$ cat config.mk
export PLATFORM = sky130hd
export DESIGN_NAME = pwm_multi_servo_flat
export DESIGN_NICKNAME = d
export VERILOG_FILES = /design/src/rtl/pwm_multi_servo_pkg.sv /design/src/rtl/pwm_multi_servo_if.sv /design/src/rtl/pwm_multi_servo_channel.sv /design/src/rtl/pwm_multi_servo.sv /design/src/flat_wrapper.sv
export SDC_FILE = /design/constraint.sdc
export NUM_CORES = 1
export LEC_CHECK = 0
export CAP_MARGIN = 20
export CORE_MARGIN = 2
export CORE_UTILIZATION = 36
export DETAILED_ROUTE_END_ITERATION = 6
export GPL_TIMING_DRIVEN = 0
export PLACE_DENSITY = 0.6
export SLEW_MARGIN = 10
export SYNTH_ARGS = -nofsm -noshare
export SYNTH_HDL_FRONTEND = slang
export SYNTH_HIERARCHICAL = 1
export SYNTH_SLANG_ARGS = --single-unit
$ cat constraint.sdc
create_clock -name clk -period 5.32 [get_ports clk]
set_clock_uncertainty 0.1 [all_clocks]
set_input_delay 0.532 -clock clk [delete_from_list [all_inputs] [get_ports clk]]
set_output_delay 0.532 -clock clk [all_outputs]
set_load 0.1 [all_outputs]
$ cat src/rtl/pwm_multi_servo_pkg.sv
// Shared constants and helpers for the multi-channel servo PWM block.
// Default servo window: 80-tick period (20 ms at 0.25 ms/tick), 4..8 tick pulses.
package pwm_multi_servo_pkg;

    localparam int DEF_NUM_CH       = 4;
    localparam int DEF_PERIOD_TICKS = 80;
    localparam int DEF_CMP_W        = 7;
    localparam int DEF_MIN_TICKS    = 4;
    localparam int DEF_MAX_TICKS    = 8;
    localparam int CNT_W            = $clog2(DEF_PERIOD_TICKS);

    // Channel index width; a single channel still needs a 1-bit select.
    function automatic int ch_idx_w(input int n);
        return (n > 1) ? $clog2(n) : 1;
    endfunction

    // 0 parks the channel; anything else is forced into [min_ticks, max_ticks].
    function automatic int clamp_width(input int value, input int min_ticks, input int max_ticks);
        if (value == 0)
            return 0;
        else if (value < min_ticks)
            return min_ticks;
        else if (value > max_ticks)
            return max_ticks;
        return value;
    endfunction

endpackage

$ cat src/rtl/pwm_multi_servo_if.sv
// Load-side bus between the control FSM (master) and the servo PWM block (slave).
// load is a one-clk strobe; load_err answers one clk later; pending is level status.
interface pwm_multi_servo_if #(
    parameter int NUM_CH = pwm_multi_servo_pkg::DEF_NUM_CH,
    parameter int CMP_W  = pwm_multi_servo_pkg::DEF_CMP_W
);
    import pwm_multi_servo_pkg::*;

    localparam int CH_W = ch_idx_w(NUM_CH);

    logic              load;
    logic [CH_W-1:0]   load_ch;
    logic [CMP_W-1:0]  load_value;
    logic              load_err;
    logic [NUM_CH-1:0] pending;

    modport master (output load, load_ch, load_value, input load_err, pending);
    modport slave  (input load, load_ch, load_value, output load_err, pending);

endinterface

$ cat src/rtl/pwm_multi_servo_channel.sv
// One servo channel: double-buffered compare (shadow -> active on wrap) and output register.
// pwm_out follows cnt by one clk; no backpressure, writes are always accepted.
module pwm_servo_channel
    import pwm_multi_servo_pkg::*;
#(
    parameter int CW = CNT_W,
    parameter int VW = DEF_CMP_W
)(
    input  logic          clk,
    input  logic          reset_n,
    input  logic [CW-1:0] cnt,
    input  logic          wrap,
    input  logic          wr_en,
    input  logic [VW-1:0] wr_value,
    input  logic          ch_en,
    output logic          pending,
    output logic          pwm_out
);

    localparam int XW = (CW > VW) ? CW : VW;

    logic [VW-1:0] shadow;
    logic [VW-1:0] active;
    logic [XW-1:0] cnt_x;
    logic [XW-1:0] act_x;

    assign cnt_x = XW'(cnt);
    assign act_x = XW'(active);

    // A write landing on the wrap clk goes to shadow only; active takes the old shadow.
    always_ff @(posedge clk or negedge reset_n) begin
        if (!reset_n) begin
            shadow  <= '0;
            active  <= '0;
            pending <= 1'b0;
            pwm_out <= 1'b0;
        end else begin
            if (wrap)
                active <= shadow;
            if (wr_en)
                shadow <= wr_value;
            if (wr_en)
                pending <= 1'b1;
            else if (wrap)
                pending <= 1'b0;
            pwm_out <= ch_en && (cnt_x < act_x);
        end
    end

endmodule

$ cat src/rtl/pwm_multi_servo.sv
// Multi-channel servo PWM: shared period counter, per-channel clamped double-buffered compare.
// Outputs registered, one clk behind the counter; loads never stall, bad loads flag load_err.
module pwm_multi_servo
    import pwm_multi_servo_pkg::*;
#(
    parameter int NUM_CH       = DEF_NUM_CH,
    parameter int PERIOD_TICKS = DEF_PERIOD_TICKS,
    parameter int CMP_W        = DEF_CMP_W,
    parameter int MIN_TICKS    = DEF_MIN_TICKS,
    parameter int MAX_TICKS    = DEF_MAX_TICKS
)(
    input  logic               clk,
    input  logic               reset_n,
    input  logic               tick,
    input  logic [NUM_CH-1:0]  ch_en,
    pwm_multi_servo_if.slave   lif,
    output logic               period_start,
    output logic [NUM_CH-1:0]  pwm_out
);

    localparam int CW = $clog2(PERIOD_TICKS);

    logic [CW-1:0]     cnt;
    logic              wrap;
    logic              bad_ch;
    logic [CMP_W-1:0]  clamped;
    logic [NUM_CH-1:0] wr_en;
    logic [NUM_CH-1:0] pend_w;

    assign wrap    = tick && (cnt == CW'(PERIOD_TICKS - 1));
    assign bad_ch  = 32'(lif.load_ch) >= NUM_CH;
    assign clamped = CMP_W'(clamp_width(int'(lif.load_value), MIN_TICKS, MAX_TICKS));

    always_comb begin
        wr_en = '0;
        if (lif.load && !bad_ch)
            wr_en[lif.load_ch] = 1'b1;
    end

    always_ff @(posedge clk or negedge reset_n) begin
        if (!reset_n) begin
            cnt          <= '0;
            period_start <= 1'b0;
            lif.load_err <= 1'b0;
        end else begin
            if (tick)
                cnt <= wrap ? '0 : cnt + CW'(1);
            period_start <= wrap;
            lif.load_err <= lif.load && (bad_ch || (clamped != lif.load_value));
        end
    end

    for (genvar i = 0; i < NUM_CH; i++) begin : g_ch
        pwm_servo_channel #(
            .CW (CW),
            .VW (CMP_W)
        ) u_ch (
            .clk      (clk),
            .reset_n  (reset_n),
            .cnt      (cnt),
            .wrap     (wrap),
            .wr_en    (wr_en[i]),
            .wr_value (clamped),
            .ch_en    (ch_en[i]),
            .pending  (pend_w[i]),
            .pwm_out  (pwm_out[i])
        );
    end

    assign lif.pending = pend_w;

endmodule

$ cat src/flat_wrapper.sv
// flat-port wrapper written by rule: the top's interface ports become plain ports
module pwm_multi_servo_flat import pwm_multi_servo_pkg::*;
#(
    parameter int NUM_CH       = DEF_NUM_CH,
    parameter int PERIOD_TICKS = DEF_PERIOD_TICKS,
    parameter int CMP_W        = DEF_CMP_W,
    parameter int MIN_TICKS    = DEF_MIN_TICKS,
    parameter int MAX_TICKS    = DEF_MAX_TICKS
)
  (clk, reset_n, tick, ch_en, period_start, pwm_out, lif_load, lif_load_ch, lif_load_value, lif_load_err, lif_pending);
  pwm_multi_servo_if #(.NUM_CH(NUM_CH), .CMP_W(CMP_W)) lif_i ();
  input  logic clk;
  input  logic reset_n;
  input  logic tick;
  input  logic [NUM_CH-1:0] ch_en;
  output logic period_start;
  output logic [NUM_CH-1:0] pwm_out;
  input wire logic [$bits(lif_i.load)-1:0] lif_load;
  input wire logic [$bits(lif_i.load_ch)-1:0] lif_load_ch;
  input wire logic [$bits(lif_i.load_value)-1:0] lif_load_value;
  output wire logic [$bits(lif_i.load_err)-1:0] lif_load_err;
  output wire logic [$bits(lif_i.pending)-1:0] lif_pending;
  assign lif_i.load = lif_load;
  assign lif_i.load_ch = lif_load_ch;
  assign lif_i.load_value = lif_load_value;
  assign lif_load_err = lif_i.load_err;
  assign lif_pending = lif_i.pending;
  pwm_multi_servo #(.NUM_CH(NUM_CH), .PERIOD_TICKS(PERIOD_TICKS), .CMP_W(CMP_W), .MIN_TICKS(MIN_TICKS), .MAX_TICKS(MAX_TICKS)) u_core (.clk(clk), .reset_n(reset_n), .tick(tick), .ch_en(ch_en), .lif(lif_i), .period_start(period_start), .pwm_out(pwm_out));
endmodule
==> results of run 1 <==
-- cells in the mapped netlist (all sizes together) (4+ instances only) --
master	instances
nand2	43
o2111ai	4
mux2	33
a21o	5
nor2b	5
dfrtp	73
buf	8
nor2	8
o21ai	30
inv	34
ha	25
a21oi	13
-- final cells by class --
type	instances	area [um^2]	share of cell area
Sequential cell	73	1830	0.428
Multi-Input combinational cell	198	1530	0.359
Timing Repair Buffer	29	310	0.0727
Clock buffer	13	169	0.0396
Tap cell	133	166	0.0390
Inverter	34	128	0.0299
Buffer	8	75.1	0.0176
Clock inverter	2	60.1	0.0141
-- worst min path at each step --
stage                                        startpoint                      endpoint  slack, ps  depth (start not counted)
after CTS                   u_core/g_ch[3].u_ch/pending   u_core/g_ch[3].u_ch/pending        390                          1
after floorplan                                 reset_n                 u_core/cnt[0]        140                          0
final                       u_core/g_ch[3].u_ch/pending   u_core/g_ch[3].u_ch/pending        390                          1
after global routing        u_core/g_ch[3].u_ch/pending   u_core/g_ch[3].u_ch/pending        400                          1
after global placement    u_core/g_ch[1].u_ch/shadow[5]  u_core/g_ch[1].u_ch/act_x[5]        370                          2
after detailed placement                        reset_n   u_core/g_ch[3].u_ch/pwm_out        290                          1
-- report_power, final --
part | leakage (nW) | switching (mW) | internal, mW
Combinational | 1.11 | 0.199 | 0.167
Clock | 0.116 | 0.191 | 0.301
Sequential | 0.807 | 0.101 | 0.634
Total | 2.03 | 0.492 | 1.10
-- sequential cells by signal, summed over array words and instances (netlist names) --
name	flops
u_core/cnt	7
u_core/g_ch.u_ch/act_x	28
u_core/g_ch.u_ch/pending	4
u_core/g_ch.u_ch/pwm_out	4
u_core/g_ch.u_ch/shadow	28
u_core/lif.load_err	1
u_core/period_start	1
-- metal layers --
metal / GRT usage / up-vias
li1: - / 1103
met1: 0.184 / 1060
met2: 0.203 / 42
met3: 0.0231 / 6
met4: 0.0516 / 0
met5: 0 / -
-- cells by family (layout without fill, tap and decap cells) --
group                    Yosys count  count (layout)  synth area share
buffers and inverters             42              86            0.0577
multiplexers                      33              33             0.136
XOR/XNOR                           3               3           0.00748
AND/OR/NAND/NOR                   71              71            0.0980
AO/OA/AOI/OAI                     54              54            0.0908
other                              1              12           0.00107
flip-flops                        73              73             0.520
adder cells (fa/ha/maj)           25              25            0.0891
-- cell usage in the layout, fill, tap and decap left out, types with 2 or more instances in the layout --
cell type	Yosys	routed
buf_6	4	4
buf_4	4	5
a21oi_1	13	13
nand2_1	43	43
conb_1	1	12
and3_1	3	3
inv_1	34	34
mux2_2	5	5
o2111ai_1	4	4
mux2_4	28	28
bufinv_16	0	2
o21ai_1	2	2
o21ai_0	28	28
dfrtp_1	73	73
xor2_1	2	2
nor2b_1	5	5
nor3_1	2	2
ha_1	25	25
nor2_1	8	8
a21o_2	4	4
and3b_1	2	2
clkdlybuf4s50_1	0	25
clkbuf_8	0	12
==> key figures, run 1 <==
Drt
  • Post-Route WL: 6240 um
  • Vias/cell: 4.51
  • Uppermost routed layer: met4
  • Met3 wire length: 268 um
  • Iter 0 DRT Violations: 67
  • Drt wl/cell: 12.7 um
  • DRC: 0
  • Routed via count: 2211
  • Routed Antenna Nets: 0
  • DRT Pass-1 Iters: 4
  • Met1 wire length: 2980 um
  • Met2 Wirelength: 2900 um

Global route
  • Global-route wire length before repair: 10400 um
  • Initial antenna violation count: 0
  • Grt total ovfl: 0
  • Largest net degree at the start of global routing: 65
  • Vias in the first global route: 2107
  • GRT Util Overall: 0.131

Worst setup path
  • Reg2reg setup slack: 3200 ps
  • Critical path startpoint category: flip-flop
  • Slowest library cell on the worst path: clkdlybuf4s50_1
  • Ordered list of cells on the worst path: clkdlybuf4s50_1
  • WP data arrival: 1820 ps
  • Cell family with most CP delay: buffers and inverters
  • Critical path's largest stage delay: 1140 ps
  • R2r startpoint: u_core/cnt[0]
  • Kind of critical path: reg -> out
  • CP max FO: 2
  • CP Data Required Time: 4690 ps
  • R2r worst-path depth: 5
  • Crit path depth: 1
  • Worst Setup SP: u_core/g_ch[1].u_ch/pending
  • Setup crit end: lif_pending[1]
  • CP Buf/Inv Count: 1
  • R2r endpoint: u_core/g_ch[2].u_ch/act_x[0]
  • Crit. End Element: output port

STA
  • Slew margin rel.: 0.343
  • Final Hold Fails: 0
  • Max-slew violation count: 0
  • RSZ-0062 raised after global routing: no
  • Hold Slack: 387 ps
  • Setup_tns: 0 ps
  • Tmin final: 2460 ps
  • Achievable Freq: 0.407 GHz
  • Tcrit/Tclk final: 0.462
  • Final setup viols: 0
  • Setup slack after layout: 2860 ps
  • Slew @ Worst Pin: 983 ps

Floorplanning
  • Die height: 103 um
  • Starting Density: 0.364
  • Placement Rows: 36
  • IO Count: 27
  • Die ar.: 0.0106 mm^2
  • Core area: 0.00964 mm^2
  • Die X: 103 um

Yosys
  • Syn Inst Count: 302
  • Cell Area, Synth: 0.00351 mm^2
  • Library cells used by synthesis: 32
  • Register bit total from synthesis: 73
  • Post-synth top area share: 0.520
  • Cell taking the most area after synthesis: dfrtp_1
  • Post-synth top flop: dfrtp_1
  • Ys async rst share: 1.00
  • Top post-synthesis cells by area: dfrtp_1, mux2_4, ha_1
  • Syn. warnings: 6
  • Seq/Total Area, Yosys: 0.520
  • EDFF count, synth: 0
  • Syn avg cell area: 11.6 um^2

Placed design
  • GP Congestion: 0.720
  • Port bufs: 26
  • Post-Place Cell Area: 0.00403 mm^2
  • Detailed Place HPWL: 4350 um
  • Dpl ws: 2780 ps
  • Cells after DPL: 474

Clock network
  • Num CTS Buffers: 9
  • H-tree depth: 3
  • Skew-Pair Late Insertion Delay: 330 ps
  • CTS tree: done
  • CTS sink cnt: 73
  • Post-CTS setup buffer count: 0
  • Clock Pin Slew Worst Setup and Hold Paths: 80 ps
  • Clock root buffer: clkbuf_8
  • CTS Hold Bufs: 1
  • Maximum clock path buffer count: 2
  • Post-cts resize count: 0

Run status
  • Run status: finished clean

Final layout
  • Number of fill cells in the layout: 926
  • Share of layout cells above drive strength 1: 0.182
  • Finished Cell Area: 0.00427 mm^2
  • Final Util: 0.442
  • Layout Cells excl Fill: 490
  • Area growth from synthesis to layout: 21.4%
  • Nets: 395
  • Diodes inserted: 0

Power and ir drop
  • Leak: 2.03 nW
  • Max IR drop VDD: 0.133 mV
  • Power, Total: 1.59 mW
  • PwrDens: 373 mW/mm^2

Worst hold path
  • Hold Path Class: reg -> reg

Job
  • # Max-Cap Violations: 0
(Power assumes the default switching activity.)
==> inputs of run 2 (changes only) <==
--- a/config.mk
+++ b/config.mk
@@ -10,7 +10,7 @@
 export CORE_UTILIZATION = 36
 export DETAILED_ROUTE_END_ITERATION = 6
 export GPL_TIMING_DRIVEN = 0
-export PLACE_DENSITY = 0.6
+export PLACE_DENSITY = 0.62
 export SLEW_MARGIN = 10
 export SYNTH_ARGS = -nofsm -noshare
 export SYNTH_HDL_FRONTEND = slang
==> constraint.sdc (replaced) <==
create_clock -name clk -period 2 [get_ports clk]
set_clock_uncertainty 0.1 [all_clocks]
set_input_delay 0.2 -clock clk [delete_from_list [all_inputs] [get_ports clk]]
set_output_delay 0.2 -clock clk [all_outputs]
set_load 0.1 [all_outputs]
==> key figures, run 2 (synthesis gave the netlist of run 1 again) <==
Run status
  • Run status: finished clean

Drt
  • Vias/cell: 4.51
  • Routed Antenna Nets: 0
  • DRT Pass-1 Iters: 4
  • Routed via count: 2225
  • Drt wl/cell: 13.1 um
  • Iter 0 DRT Violations: 71
  • DRC: 0
  • Post-Route WL: 6440 um

Global route
  • Largest net degree at the start of global routing: 65
  • Vias in the first global route: 2124
  • Grt total ovfl: 0
  • Global-route wire length before repair: 10500 um
  • Initial antenna violation count: 0
  • GRT Util Overall: 0.135

Power and ir drop
  • PwrDens: 977 mW/mm^2
  • Leak: 2.04 nW
  • Max IR drop VDD: 0.357 mV

Final layout
  • Most frequent cells in the layout: dfrtp_1, nand2_1, inv_1
  • Area growth from synthesis to layout: 22.0%
  • Number of fill cells in the layout: 928
  • Share of layout cells above drive strength 1: 0.200
  • Diodes inserted: 0
  • Nets: 397
  • Commonest non-fill, non-tap cell in the layout: dfrtp_1
  • Layout Cells excl Fill: 493

Job
  • # Max-Cap Violations: 0

Worst setup path
  • Kind of critical path: reg -> reg
  • CP Data Required Time: 2130 ps
  • WP data arrival: 2020 ps
  • Reg2reg setup slack: 110 ps
  • CP max FO: 12
  • Crit. End Element: flip-flop
  • Critical path startpoint category: flip-flop

Clock network
  • CTS tree: done
  • Clock Pin Slew Worst Setup and Hold Paths: 80 ps
  • H-tree depth: 3
  • Num CTS Buffers: 9
  • CTS sink cnt: 73
  • Skew-Pair Late Insertion Delay: 350 ps
  • Clock root buffer: clkbuf_8
  • Maximum clock path buffer count: 2

Placed design
  • Cells after DPL: 473
  • Dpl ws: -572 ps
  • GP Congestion: 0.718
  • Detailed Place HPWL: 4340 um
  • Port bufs: 26

Floorplanning
  • IO Count: 27
  • Starting Density: 0.364
  • Die height: 103 um
  • Die ar.: 0.0106 mm^2
  • Die X: 103 um
  • Core area: 0.00964 mm^2
  • Placement Rows: 36

STA
  • Achievable Freq: 0.529 GHz
  • Max-slew violation count: 0
  • Final setup viols: 0
  • Final Hold Fails: 0
  • Slew margin rel.: 0.359
  • Slew @ Worst Pin: 965 ps
  • Tmin final: 1890 ps
  • Tcrit/Tclk final: 0.946
  • Setup slack after layout: 108 ps
  • RSZ-0062 raised after global routing: no

Worst hold path
  • Hold Path Class: in -> async
## run 2: cell count changes in the layout (fill, tap and decap cells not counted), moves of 3 or more
cell,delta
clkbuf_8,-3
clkdlybuf4s50_1,-10
clkinv_2,+3
dfrtp_1,-3
dfrtp_2,+3
dlygate4sd2_1,+10
## run 2: final timing paths
path                                        startpoint                           end  cells after the start
setup / recovery                         u_core/cnt[1]  u_core/g_ch[2].u_ch/act_x[0]                      5
hold / removal                                 reset_n   u_core/g_ch[3].u_ch/pwm_out                      2
setup reg to reg                         u_core/cnt[1]  u_core/g_ch[2].u_ch/act_x[0]                      5
hold reg to reg            u_core/g_ch[0].u_ch/pending   u_core/g_ch[0].u_ch/pending                      1
max in group asynchronous                      reset_n  u_core/g_ch[0].u_ch/act_x[4]                      3
min in group clk                              ch_en[1]   u_core/g_ch[1].u_ch/pwm_out                      3
## run 2: area by class of cell
class,count,area [um^2],share of cell area
clock inverter,6,82.6,0.0193
tap,133,166,0.0388
multi-input combinational,199,1550,0.362
clock buffer,10,128,0.0298
sequential,73,1830,0.427
buffer,8,75.1,0.0175
inverter,34,128,0.0298
timing repair buffer,30,323,0.0754
## run 2: repair_timing
action,in CTS,in global routing
hold buffers,1,0
buffers inserted,2,0
gates cloned,1,0
endpoints found under the hold margin,73,0
gates resized for setup,12,3
pin swaps,2,0
endpoints found under the setup margin,45,27
## run 2: stage by stage
stage / hold WS [ps] / cell area (um^2) / power (mW) / utilization / TNS (ps)
floorplan: -196 / 3560 / 2.62 / - / 0
global placement: 372 / 3990 / 2.91 / 0.414 / -151050
detailed placement: -48.2 / 4010 / 2.96 / 0.416 / -18390
CTS: 111 / 4280 / 4.24 / 0.444 / 0
global route: 126 / 4280 / 4.46 / 0.444 / 0
finish: 121 / 4280 / 4.18 / 0.444 / 0
## run 2: metal layers
layer | track usage | wire length [um] | vias to the layer above
li1 | - | - | 1112
met1 | 0.183 | 3130 | 1068
met2 | 0.210 | 2960 | 34
met3 | 0.0373 | 214 | 11
met4 | 0.0496 | 133 | 0
met5 | 0 | 0 | -
## run 2: power breakdown
part           total (mW)  switching [mW]  internal (mW)
registers            1.97           0.278           1.69
clock network        1.23           0.533          0.696
logic               0.987           0.541          0.446
total                4.18            1.35           2.83
## run 2: critical path, stage by stage (launching register included)
cell and delay (ps):
dfrtp_2 450, ha_1 240, nand4_4 190, nor3b_4 280, buf_12 180, mux2_2 330
